`config.mk`:
```
export PLATFORM = sky130hd
export DESIGN_NAME = wb_data_select
export DESIGN_NICKNAME = d
export VERILOG_FILES = /design/src/rtl/wb_data_select.sv
export SDC_FILE = /design/constraint.sdc
export NUM_CORES = 1
export LEC_CHECK = 0
export CORE_MARGIN = 2
export CORE_UTILIZATION = 23
export CTS_CLUSTER_SIZE = 20
export DETAILED_ROUTE_END_ITERATION = 8
export PLACE_DENSITY = 0.53
export SLEW_MARGIN = 40
export SYNTH_ARGS = -nofsm -noshare
export SYNTH_HDL_FRONTEND = slang
export SYNTH_SLANG_ARGS = --single-unit
```
`constraint.sdc`:
```
create_clock -name clk -period 2.09 [get_ports clk]
set_clock_uncertainty 0.05 [all_clocks]
set_input_delay 0.418 -clock clk [delete_from_list [all_inputs] [get_ports clk]]
set_output_delay 0.418 -clock clk [all_outputs]
set_load 0.005 [all_outputs]
```
`src/rtl/wb_data_select.sv`:
```
// rtl/wb_data_select.sv - registered write-back data selector with two-entry skid buffer
module wb_data_select #(
    parameter int          DATA_W    = 32,
    parameter int          N_CH      = 11,
    parameter int          SEL_W     = 4,
    parameter int          CONST_CH  = 8,
    parameter int unsigned CONST_VAL = 227,
    parameter int          CNT_W     = 16
) (
    input  logic                   clk,
    input  logic                   reset_n,
    input  logic [N_CH*DATA_W-1:0] data_in,
    input  logic [SEL_W-1:0]       sel,
    input  logic                   in_valid,
    output logic                   in_ready,
    output logic [DATA_W-1:0]      out_data,
    output logic [SEL_W-1:0]       out_ch,
    output logic                   out_bad,
    output logic                   out_valid,
    input  logic                   out_ready,
    output logic                   err_sel,
    input  logic                   err_clr,
    output logic [CNT_W-1:0]       beat_cnt
);

    localparam logic [DATA_W-1:0] CONST_WORD = DATA_W'(CONST_VAL);

    // Encoding is {main_valid, skid_valid}
    typedef enum logic [1:0] {
        EMPTY = 2'b00,
        ONE   = 2'b10,
        FULL  = 2'b11
    } state_t;

    state_t              state, state_nx;
    logic                accept;
    logic [DATA_W-1:0]   pick_data;
    logic                pick_bad;
    logic                load_main_in, load_main_skid, load_skid;
    logic [DATA_W-1:0]   main_data, skid_data;
    logic [SEL_W-1:0]    main_ch, skid_ch;
    logic                main_bad, skid_bad;

    // in_ready comes straight from the state register, so out_ready never reaches it combinationally
    assign in_ready  = (state != FULL);
    assign out_valid = (state != EMPTY);
    assign accept    = in_valid && in_ready;
    assign out_data  = main_data;
    assign out_ch    = main_ch;
    assign out_bad   = main_bad;

    // Source select: constant channel overrides its slice, unmatched selectors give zero and bad
    always_comb begin
        pick_data = '0;
        pick_bad  = 1'b1;
        for (int k = 0; k < N_CH; k++) begin
            if (32'(sel) == k) begin
                pick_bad  = 1'b0;
                pick_data = (k == CONST_CH) ? CONST_WORD : data_in[k*DATA_W +: DATA_W];
            end
        end
    end

    // Buffer state register
    always_ff @(posedge clk or negedge reset_n) begin
        if (!reset_n) state <= EMPTY;
        else          state <= state_nx;
    end

    // Next state and entry load strobes
    always_comb begin
        state_nx       = state;
        load_main_in   = 1'b0;
        load_main_skid = 1'b0;
        load_skid      = 1'b0;
        case (state)
            EMPTY: begin
                if (accept) begin
                    state_nx     = ONE;
                    load_main_in = 1'b1;
                end
            end
            ONE: begin
                if (accept && out_ready) begin
                    load_main_in = 1'b1;
                end else if (accept) begin
                    state_nx  = FULL;
                    load_skid = 1'b1;
                end else if (out_ready) begin
                    state_nx = EMPTY;
                end
            end
            FULL: begin
                if (out_ready) begin
                    state_nx       = ONE;
                    load_main_skid = 1'b1;
                end
            end
            default: state_nx = EMPTY;
        endcase
    end

    // Main and skid entry storage
    always_ff @(posedge clk or negedge reset_n) begin
        if (!reset_n) begin
            main_data <= '0;
            main_ch   <= '0;
            main_bad  <= 1'b0;
            skid_data <= '0;
            skid_ch   <= '0;
            skid_bad  <= 1'b0;
        end else begin
            if (load_main_in) begin
                main_data <= pick_data;
                main_ch   <= sel;
                main_bad  <= pick_bad;
            end else if (load_main_skid) begin
                main_data <= skid_data;
                main_ch   <= skid_ch;
                main_bad  <= skid_bad;
            end
            if (load_skid) begin
                skid_data <= pick_data;
                skid_ch   <= sel;
                skid_bad  <= pick_bad;
            end
        end
    end

    // Sticky bad-selector flag; a bad accept beats a same-cycle clear
    always_ff @(posedge clk or negedge reset_n) begin
        if (!reset_n)                err_sel <= 1'b0;
        else if (accept && pick_bad) err_sel <= 1'b1;
        else if (err_clr)            err_sel <= 1'b0;
    end

    // Debug count of beats taken by the register file, wrapping
    always_ff @(posedge clk or negedge reset_n) begin
        if (!reset_n)                    beat_cnt <= '0;
        else if (out_valid && out_ready) beat_cnt <= beat_cnt + 1'b1;
    end

endmodule

```
# ---- Word level (Yosys, flattened, before mapping)
# Cells that the tools add are included.
dict set report totals {
  elab_cells 80
  reg_bits 93
  inputBits 361
  out_inout_bits 56
}
dict set report classes {
  mux 43
  n_eq_ne 17
  n_reduce_logical 10
  add_sub_neg 1
}
# op n
set op_table {}
lappend op_table {{$mux W32} 13}
lappend op_table {{$mux W1} 21}
lappend op_table {{$add A16 B1 Y16 const B} 1}
lappend op_table {{$eq A4 B3 Y1 const B} 4}
lappend op_table {{$eq A4 B4 Y1 const B} 3}
lappend op_table {{$mux W2} 5}
lappend op_table {{$eq A4 B2 Y1 const B} 2}
lappend op_table {{$mux W4} 2}
lappend op_table {{$ne A2 B2 Y1 const B} 4}
lappend op_table {{$pmux W2 S3} 1}
lappend op_table {{$reduce_bool A2 Y1} 3}
lappend op_table {{$eq A2 B2 Y1 const B} 2}
lappend op_table {{$eq A4 B1 Y1 const B} 1}
lappend op_table {{$logic_and A1 B1 Y1} 4}
lappend op_table {{$logic_not A4 Y1} 1}
lappend op_table {{$reduce_and A4 Y1} 1}
lappend op_table {{$ne A3 B3 Y1 const B} 1}
lappend op_table {{$logic_not A2 Y1} 1}
lappend op_table {{$pmux W1 S2} 1}

# ---- Depth between registers and ports, before layout
# Gate-level depths: netlist of run 1.
dict set report logic_depth {
  word_depth 14
  ltp_mapped 9
  mapped_depth_nobuf 7
}

# ---- Worst setup path after synthesis of run 1
# OpenSTA, ideal clock, no wires.
dict set report synth_timing {
  path_kind {reg2reg}
  from {register state[0]}
  to {register main_ch[0], in the netlist out_ch[0]}
  required_ns 1.914
  period_less_slack_ns 1.809
  setup_ns 0.126
  path_buffers 1
  path_slack_ns 0.281
  path_stages_with_launch 7
  arrival_ns 1.633
  path_cell_list {dfrtp_1 > ha_1 > nand2b_1 > nor2_2 > nor2_1 > buf_2 > a221o_1}
}
dict set report synth_between {
  elab_chain_len 6
  word_cells_on_any_way 12
  classes_between {3 x eq/ne; 5 x mux; 4 x reduce/logical}
}
# element line_no
set synth_rtl {}
lappend synth_rtl {{start: declaration} 35} ;# state_t state, state_nx;
lappend synth_rtl {{start signal: assignment} 67} ;# else state <= state_nx;
lappend synth_rtl {{$ne A2 B2 Y1} 45} ;# assign in_ready = (state != FULL);
lappend synth_rtl {{$logic_and A1 B1 Y1} 47} ;# assign accept = in_valid && in_ready;
lappend synth_rtl {{$logic_and A1 B1 Y1} 84} ;# if (accept && out_ready) begin
lappend synth_rtl {{$mux W1} 84}
lappend synth_rtl {{$pmux W1 S2} 76} ;# case (state)
lappend synth_rtl {{$mux W4 / $reduce_bool A2 Y1 (equally long branches)} --}
lappend synth_rtl {{end signal: assignment} 115} ;# main_ch <= sel;
lappend synth_rtl {{end signal: assignment} 119} ;# main_ch <= skid_ch;
lappend synth_rtl {{end: declaration} 41} ;# logic [SEL_W-1:0] main_ch, skid_ch;
# Several ways; a longest one is shown, not always the timed one.
# A chain may end at the register's enable or synchronous reset.

# ---- Worst setup path after layout of run 1
dict set report layout_timing {
  from {register state[1]}
  to {output port out_valid}
}
dict set report layout_between {
  elab_chain_len 1
}
# element line_no
set layout_rtl {}
lappend layout_rtl {{$reduce_bool A2 Y1} 46} ;# assign out_valid = (state != EMPTY);
lappend layout_rtl {{end: declaration} 19} ;# output logic out_valid,
# Every way passes these cells.

==> results of run 1 <==
placed cells by master, fill, tap and decap left out, types with 11 or more instances in the layout:
master	count
sky130_fd_sc_hd__clkdlybuf4s50_1	378
sky130_fd_sc_hd__nand2_1	106
sky130_fd_sc_hd__o21ai_0	127
sky130_fd_sc_hd__xnor2_1	11
sky130_fd_sc_hd__dfrtp_1	91
sky130_fd_sc_hd__nor2b_1	39
sky130_fd_sc_hd__a21oi_1	117
sky130_fd_sc_hd__o22ai_1	77
sky130_fd_sc_hd__a31oi_1	14
sky130_fd_sc_hd__a22oi_1	24
sky130_fd_sc_hd__o221ai_1	18
sky130_fd_sc_hd__nand3_1	19
sky130_fd_sc_hd__nor2_1	46
sky130_fd_sc_hd__buf_4	109
sky130_fd_sc_hd__and3_1	12
sky130_fd_sc_hd__o21ai_1	23
sky130_fd_sc_hd__mux2i_1	25
sky130_fd_sc_hd__buf_12	22
metal layers:
layer | up-vias | GRT usage | wire [um]
met5 | - | 0 | 11
met4 | 2 | 0.0745 | 975
met3 | 53 | 0.0409 | 2650
met2 | 405 | 0.374 | 18400
met1 | 4461 | 0.302 | 16600
li1 | 4410 | - | -
kinds of logic after synthesis:
kind of cell    count (synthesis)
simple gates                  269
flops                          93
fa+ha+maj                       5
xor+xnor                       15
mux                            34
compound gates                438
buf+inv                       100
critical path: stages (launching register included):
cell	delay, ps
sky130_fd_sc_hd__dfrtp_2	420
sky130_fd_sc_hd__inv_2	70
sky130_fd_sc_hd__ha_4	170
sky130_fd_sc_hd__inv_1	50
sky130_fd_sc_hd__clkdlybuf4s50_1	490
cells in the mapped netlist (all sizes together) (19+ instances only):
cell type / instances
nor2: 50
clkbuf: 32
dfrtp: 93
o21ai: 150
a21oi: 118
buf: 61
o22ai: 77
nand3: 19
mux2i: 25
a22oi: 24
nor2b: 43
nand2: 106
final cells by class:
cell class / instances / share of cell area
clock buffer: 11 / 0.0197
sequential: 93 / 0.181
clock inverter: 5 / 0.00516
timing repair buffer: 513 / 0.397
inverter: 7 / 0.00204
tap: 402 / 0.0391
multi-input combinational: 761 / 0.355
antenna: 6 / 0.00117
registers in the layout (all words and copies together), names as in the netlist:
| register | cells |
|---|---|
| out_data | 32 |
| skid_data | 32 |
| out_bad | 1 |
| skid_ch | 4 |
| err_sel | 1 |
| beat_cnt | 16 |
| state | 2 |
| out_ch | 4 |
| skid_bad | 1 |
metrics by stage:
| step | hold WS [ps] | cells |
|---|---|---|
| CTS | 84.6 | 1792 |
| global placement | 408 | 1773 |
| finish | 12.3 | 1798 |
| detailed placement | 415 | 1773 |
| floorplan | 72.4 | 954 |
| global route | 84.5 | 1798 |
power by group through the flow:
| stage | Clock, mW | Combinational [mW] | Sequential [mW] |
|---|---|---|---|
| after floorplan | 0 | 1.93 | 2.96 |
| after global routing | 1.92 | 4.99 | 3.10 |
| after detailed placement | 0 | 4.50 | 3.03 |
| after CTS | 1.84 | 4.55 | 2.99 |
| final | 1.78 | 4.56 | 3.00 |
| after global placement | 0 | 4.46 | 3.00 |
timing repair:
action | 4_1_cts | 5_1_grt
setup endpoints to repair | 17 | 2
hold buffers | 0 | 0
buffers inserted | 2 | 0
pin swaps | 0 | 0
cloned | 1 | 0
resized for setup | 5 | 7
worst max path at each step:
stage                   end  slack (ps)  depth (start not counted)
2_1_floorplan     out_ch[0]         280                          6
3_3_place_gp    out_data[8]        -430                          8
3_5_place_dp    out_data[8]        -440                          8
4_1_cts           out_valid          10                          4
5_1_grt        out_data[20]          10                          9
6_report          out_valid          60                          4
==> out/metrics.yaml, run 1 <==
drt_first_iter_violations: 656
buffer_ports.inserted: 384
critical_path.reg2reg.endpoint: "out_data[7]"
via_count: 9331
postSynth.topFlopCell: "sky130_fd_sc_hd__dfrtp_1"
synth_edf_count: 0
leakagePower_nw: 5.14
worst_r2r_path_depth: 8
critical_path.reg2reg.startpoint: "state[1]"
hold_violations: 0
synth-simple-area-share: 0.188
detailedRoute.firstPassIterationCount: 5
synthesis.area_per_instance_um2: 7.69
tns_ps: 0
clockBufferDepth: 2
post_route_cells_drive_above_1_share: 0.131
cp-end-kind: "output pin"
post_synth_mux_area_share: 0.0510
crit_required_ps: 1620
fill_cells: 3202
grt_antenna_before_repair: 8
tritoncts: "done"
clk_pin_slew_worst_paths_ps: 80
ir_worst_vdd_v: 0.000440
intPower_mw: 6.03
via_count_of_the_first_global_routing_pass: 9262
core_um2: 31500
ios: 417
post_synth_xor_area_fraction: 0.0179
synthesis.instances: 954
die_w_um: 183
netlist_top_cells_area: "sky130_fd_sc_hd__dfrtp_1 32%, sky130_fd_sc_hd__o21ai_0 8.7%, sky130_fd_sc_hd__a21oi_1 8.0%"
syn2layout_area_growth_pct: 75.2
finish.net_count: 1751
gp_congestion: 0.963
crit_path_start: "state[1]"
placement_rows: 65
route.final.wire_length_mm: 38.6
report.power.total_mw: 9.33
tightest_slew_ps: 595
postSynthNetCount: 1320
yosys.area.top_type: "sky130_fd_sc_hd__dfrtp_1"
worstPathMaxFanout: 5
ctsRootBufferMaster: "sky130_fd_sc_hd__clkbuf_16"
grt_first_pass_wirelength_mm: 57.3
timing.final.crit_period_ps: 2030
async_flop_share: 1.00
grt_max_degree: 94
place.detailed.hpwl_mm: 30.9
ctsHtreeMaxLevel: 3
finish.instance_area_um2: 12900
drt_drc_violations_left: 0
gr-usage-all-layers: 0.228
floorplan.initialDensity: 0.233
power.density_cell_area_nw_per_um2: 726
ys.warnings.count: 0
top_area_cell_type_share_of_the_netlist_area: 0.317
pwr-share-seq: 0.321
max_clock_freq_mhz: 493
ff2ff_setup_slack_ps: 250
net_sw_power_mw: 3.30
critPathLaunchType: "register"
placedInstanceArea_um2: 12400
switching_share: 0.353
synth_fa_ha_area_frac: 0.00853
status: "finished clean"
final-setup-viol-count: 0
die-area_um2: 33300
yosys_register_bits: 93
final_core_utilization: 0.408
global_route.overflow_total: 0
synth_top_family_by_area: "compound AO/OA/AOI/OAI gates"
slew_viol_final: 0
wl_per_cell_um: 21.5
clk-insertion-delay-late_ps: 350
crit_path_dat_ps: 1560
area.sequential_um2: 2330
synth_sequential_area_ratio: 0.317
synth.cell_area_um2: 7340
fraction_of_the_mapped_netlist_area_in_compound_gates: 0.348
number_of_sinks_driven_by_the_clock_tree: 93
share_comb_of_total_power: 0.488
drt-vias-per-instance: 5.19
dpl_worst_slack_ps: -443
slew-limit-headroom: 0.603
timing_worst_setup_path_type: "register to output pin"
rsz0062_at_grt: "false"
antenna_left: 0
synth_cell_type_count: 54
finalCritPeriodShare: 0.970
area_of_the_multi_input_gates_um2: 4560
maxCapViolCount: 0
hp-class: "primary input to asynchronous set/reset pin"
cts_buffers: 9
floorplan.die.height_um: 183
finalWorstSetupSlack_ps: 63.5
p_clk_frac: 0.191
Note: power is estimated with default switching activity, not from simulation.
==> run 2: changes to the inputs <==
Settings changed: MAX_ROUTING_LAYER set to met4.
==> out/metrics.yaml, run 2 (synthesis results as in run 1) <==
mostFrequentLayoutCell: "sky130_fd_sc_hd__clkdlybuf4s50_1"
clk-insertion-delay-late_ps: 350
cts_buffers: 9
clockBufferDepth: 2
number_of_sinks_driven_by_the_clock_tree: 93
gp_congestion: 0.963
ios: 417
timing.final.crit_period_ps: 2010
tns_ps: 0
drt-vias-per-instance: 5.16
crit_path_dat_ps: 1540
buffer_ports.inserted: 384
placement_rows: 65
crit_required_ps: 1620
slew-limit-headroom: 0.706
die_w_um: 183
final-setup-viol-count: 0
power.density_cell_area_nw_per_um2: 733
detailedRoute.firstPassIterationCount: 5
tightest_slew_ps: 441
maxCapViolCount: 0
grt_antenna_before_repair: 6
place.detailed.hpwl_mm: 31.1
die-area_um2: 33300
finalCritPeriodShare: 0.961
global_route.overflow_total: 0
floorplan.die.height_um: 183
drt_first_iter_violations: 514
floorplan.initialDensity: 0.233
hold_slack_final_ps: 424
clk_pin_slew_worst_paths_ps: 70
delay_of_the_slowest_critical_path_stage_ps: 490
slew_viol_final: 0
worstPathMaxFanout: 5
finish.net_count: 1750
post_route_cells_drive_above_1_share: 0.130
critPathLaunchType: "register"
wl_per_cell_um: 21.3
ir_worst_vdd_v: 0.000409
most-common-layout-cells: "378 x sky130_fd_sc_hd__clkdlybuf4s50_1, 127 x sky130_fd_sc_hd__o21ai_0, 113 x sky130_fd_sc_hd__a21oi_1, 108 x sky130_fd_sc_hd__buf_4, 106 x sky130_fd_sc_hd__nand2_1"
timing_worst_setup_path_type: "register to output pin"
ctsRootBufferMaster: "sky130_fd_sc_hd__clkbuf_16"
status: "finished clean"
leakagePower_nw: 5.14
grt_max_degree: 39
tritoncts: "done"
cp_cell_instances: "inv_2, ha_4, inv_1, clkdlybuf4s50_1"
via_count: 9270
route.final.wire_length_mm: 38.3
hold_violations: 0
antenna_left: 0
worst_path_max_delay_cell: "sky130_fd_sc_hd__clkdlybuf4s50_1"
core_um2: 31500
cp-end-kind: "output pin"
max_clock_freq_mhz: 498
hp-class: "register to register"
syn2layout_area_growth_pct: 75.6
ctsHtreeMaxLevel: 3
drt_drc_violations_left: 0
gr-usage-all-layers: 0.230
via_count_of_the_first_global_routing_pass: 9195
rsz0062_at_grt: "false"
grt_first_pass_wirelength_mm: 56.3
[run 2: worst paths after layout]
kind,from,endpoint,slack [ps],depth (start not counted)
hold / removal,beat_cnt[15],beat_cnt[15],420,1
hold reg to reg,beat_cnt[15],beat_cnt[15],420,1
setup reg to reg,state[1],out_data[5],220,8
max in group asynchronous,reset_n,out_data[19],930,3
min in group asynchronous,reset_n,err_sel,480,2
setup / recovery,state[1],out_valid,80,4
[run 2: layout make-up]
cell class | count | area, um^2
Fill cell | 3187 | 18600
Timing Repair Buffer | 512 | 5080
Multi-Input combinational cell | 761 | 4570
Sequential cell | 93 | 2330
Tap cell | 402 | 503
Clock buffer | 10 | 239
Clock inverter | 6 | 118
Inverter | 7 | 26.3
Antenna cell | 6 | 15.0
[run 2: stage by stage]
stage	total power, mW	instances	area, um^2	util	worst slack [ps]
final	9.45	1797	12900	0.409	82.0
after global routing	10.1	1797	12900	0.409	12.9
after CTS	9.51	1791	12900	0.408	17.8
after detailed placement	7.49	1772	12400	0.395	-511
after global placement	7.43	1772	12400	0.395	-504
after floorplan	4.88	954	7340	-	281
[run 2: power breakdown]
| part | total (mW) | leakage (nW) | internal, mW | switching, mW |
|---|---|---|---|---|
| combinational | 4.52 | 3.78 | 2.47 | 2.04 |
| clock | 1.95 | 0.171 | 1.21 | 0.734 |
| sequential | 2.99 | 1.19 | 2.54 | 0.449 |
[run 2: timing repair]
item                                   in CTS  in global routing
hold buffers                                1                  0
gates resized for setup                     9                  4
setup buffers                               1                  0
cloned                                      1                  0
pin swaps                                   1                  0
endpoints found under the hold margin      23                  0
setup endpoints to repair                  17                  4
[run 2: routing by layer]
layer  vias to the layer above  wire, um  track usage
met5                         -         0            -
met2                       370     18300        0.376
met3                        47      1820       0.0245
met4                         0       945       0.0687
li1                       4410         -            -
met1                      4443     17200        0.301
[run 2: critical path, delay by kind of cell (launching register included)]
family,cells,cell delay (ps)
adder cells (fa/ha/maj),1,170
flip-flops,1,410
buffers and inverters,3,620
==> run 3: changes to the inputs <==
Settings changed: PLACE_DENSITY 0.53 to 0.55.
Clock period 2.09 ns to 1.7 ns, I/O delays scaled along.
==> out/metrics.yaml, run 3 (synthesis results as in run 1) <==
die-area_um2: 33300
core_um2: 31500
p_clk_frac: 0.182
pwr-share-seq: 0.301
switching_share: 0.361
ctsRootBufferMaster: "sky130_fd_sc_hd__clkbuf_16"
delay_of_the_slowest_critical_path_stage_ps: 450
max_clock_freq_mhz: 579
global_route.overflow_total: 0
share_comb_of_total_power: 0.517
crit_path_start: "state[1]"
via_count: 9676
ctsHtreeMaxLevel: 3
finalWorstSetupSlack_ps: -27.5
clk_pin_slew_worst_paths_ps: 70
cp_cell_instances: "inv_2, ha_4, buf_6, a21oi_4, nor2_4, nor2_2, buf_4, a221o_1"
most-common-layout-cells: "356 x sky130_fd_sc_hd__clkdlybuf4s50_1, 132 x sky130_fd_sc_hd__buf_4, 101 x sky130_fd_sc_hd__a21oi_1, 96 x sky130_fd_sc_hd__o21ai_0, 88 x sky130_fd_sc_hd__dfrtp_1"
tightest_slew_ps: 545
ir_worst_vdd_v: 0.000580
dp.cells: 1786
crit_path_dat_ps: 1920
critical_path.reg2reg.startpoint: "state[1]"
intPower_mw: 7.99
grt_antenna_before_repair: 11
cp-end-kind: "register"
worst_path_max_delay_cell: "sky130_fd_sc_hd__dfrtp_2"
endpoint: "out_ch[0]"
tns_ps: -73.7
hold_slack_final_ps: -45.9
ff2ff_setup_slack_ps: -30
buffer_ports.inserted: 384
crit_required_ps: 1890
antenna_left: 0
ios: 417
detailedRoute.firstPassIterationCount: 6
clockBufferDepth: 2
timing.final.crit_period_ps: 1730
gp_congestion: 0.974
tritoncts: "done"
timing.critical_path.max_delay_family: "flip-flops"
failing_checks: "hold timing, setup timing"
grt_max_degree: 94
timing_worst_setup_path_type: "register to register"
grt_first_pass_wirelength_mm: 58.7
power.density_cell_area_nw_per_um2: 906
gr-usage-all-layers: 0.242
cp_depth: 8
place.detailed.hpwl_mm: 32.4
drt-vias-per-instance: 5.23
rsz0062_at_grt: "true"
syn2layout_area_growth_pct: 88.1
critical_path_buf_inv_count: 3
status: "finished, violations left"
fill_cells: 3156
via_count_of_the_first_global_routing_pass: 9436
number_of_sinks_driven_by_the_clock_tree: 93
route.final.wire_length_mm: 41.7
hold_violations: 18
drt_first_iter_violations: 729
wl_per_cell_um: 22.5
slew-limit-headroom: 0.637
cts_buffers: 9
post_route_cells_drive_above_1_share: 0.220
hp-class: "primary input to asynchronous set/reset pin"
maxCapViolCount: 0
drt_drc_violations_left: 0
net_sw_power_mw: 4.52
dpl_worst_slack_ps: -712
critPathLaunchType: "register"
worst_r2r_path_depth: 8
floorplan.initialDensity: 0.233
final-instance-count-excl-fill: 1851
critical_path.reg2reg.endpoint: "out_ch[0]"
worstPathMaxFanout: 5
die_w_um: 183
clk-insertion-delay-late_ps: 360
slew_viol_final: 0
finalCritPeriodShare: 1.02
placement_rows: 65
leakagePower_nw: 5.65
floorplan.die.height_um: 183
mostFrequentLayoutCell: "sky130_fd_sc_hd__clkdlybuf4s50_1"
final-setup-viol-count: 3
finish.net_count: 1798
## run 3: cell types whose count changed in the layout (fill, tap and decap cells not counted), moves of 17 or more
cell / before / now
sky130_fd_sc_hd__o21ai_1: 23 / 47
sky130_fd_sc_hd__buf_4: 108 / 132
sky130_fd_sc_hd__nand2_1: 106 / 82
sky130_fd_sc_hd__o21ai_0: 127 / 96
sky130_fd_sc_hd__clkdlybuf4s50_1: 378 / 356
sky130_fd_sc_hd__nand2_2: 0 / 17
## run 3: worst register-to-register path, stage by stage, from the launching register on
cell and delay [ps]:
sky130_fd_sc_hd__dfrtp_2 450, sky130_fd_sc_hd__inv_2 100, sky130_fd_sc_hd__ha_4 160, sky130_fd_sc_hd__buf_6 100, sky130_fd_sc_hd__a21oi_4 40, sky130_fd_sc_hd__nor2_4 190
sky130_fd_sc_hd__nor2_2 80, sky130_fd_sc_hd__buf_4 160, sky130_fd_sc_hd__a221o_1 290
## run 3: routing by layer
metal  track usage  up-vias  part of all wire
met1         0.307     4661              0.42
met2         0.388      426              0.48
li1              -     4534                 -
met4        0.0777        0             0.025
met5             -        -                 0
met3        0.0457       55             0.073
## run 3: cell type report
| cell class | count | area (um^2) | area share |
|---|---|---|---|
| multi-input cells | 762 | 4950 | 0.359 |
| clock buffers | 9 | 225 | 0.0163 |
| diodes | 12 | 30.0 | 0.00218 |
| clock inverters | 7 | 104 | 0.00752 |
| repair buffers | 559 | 5630 | 0.408 |
| well taps | 402 | 503 | 0.0364 |
| inverters | 7 | 28.8 | 0.00208 |
| flip-flops and latches | 93 | 2330 | 0.169 |
## run 3: timing repair
item	CTS	global route
hold buffers	0	0
gates resized for setup	60	131
pin swaps	14	36
buffers inserted	9	18
cloned	2	9
setup endpoints to repair	92	99
## run 3: how the worst min path moves through the flow
stage / cells after the start / start / end
2_1_floorplan: 0 / reset_n / beat_cnt[0]
3_3_place_gp: 2 / reset_n / err_sel
3_5_place_dp: 2 / reset_n / err_sel
4_1_cts: 2 / reset_n / err_sel
5_1_grt: 2 / reset_n / err_sel
6_report: 2 / reset_n / err_sel
## run 3: power by group through the flow
stage | registers, mW | clock network [mW] | logic (mW)
2_1_floorplan | 3.63 | 0 | 2.43
3_3_place_gp | 3.70 | 0 | 5.57
3_5_place_dp | 3.73 | 0 | 5.61
4_1_cts | 3.70 | 2.33 | 5.87
5_1_grt | 3.87 | 2.40 | 6.99
6_report | 3.76 | 2.28 | 6.46
## run 3: per-stage QoR
stage                util  area, um^2  total power, mW
floorplan               -        7380             6.07
global placement    0.398       12500             9.27
detailed placement  0.398       12500             9.34
CTS                 0.416       13100             11.9
global route        0.439       13800             13.3
finish              0.439       13800             12.5
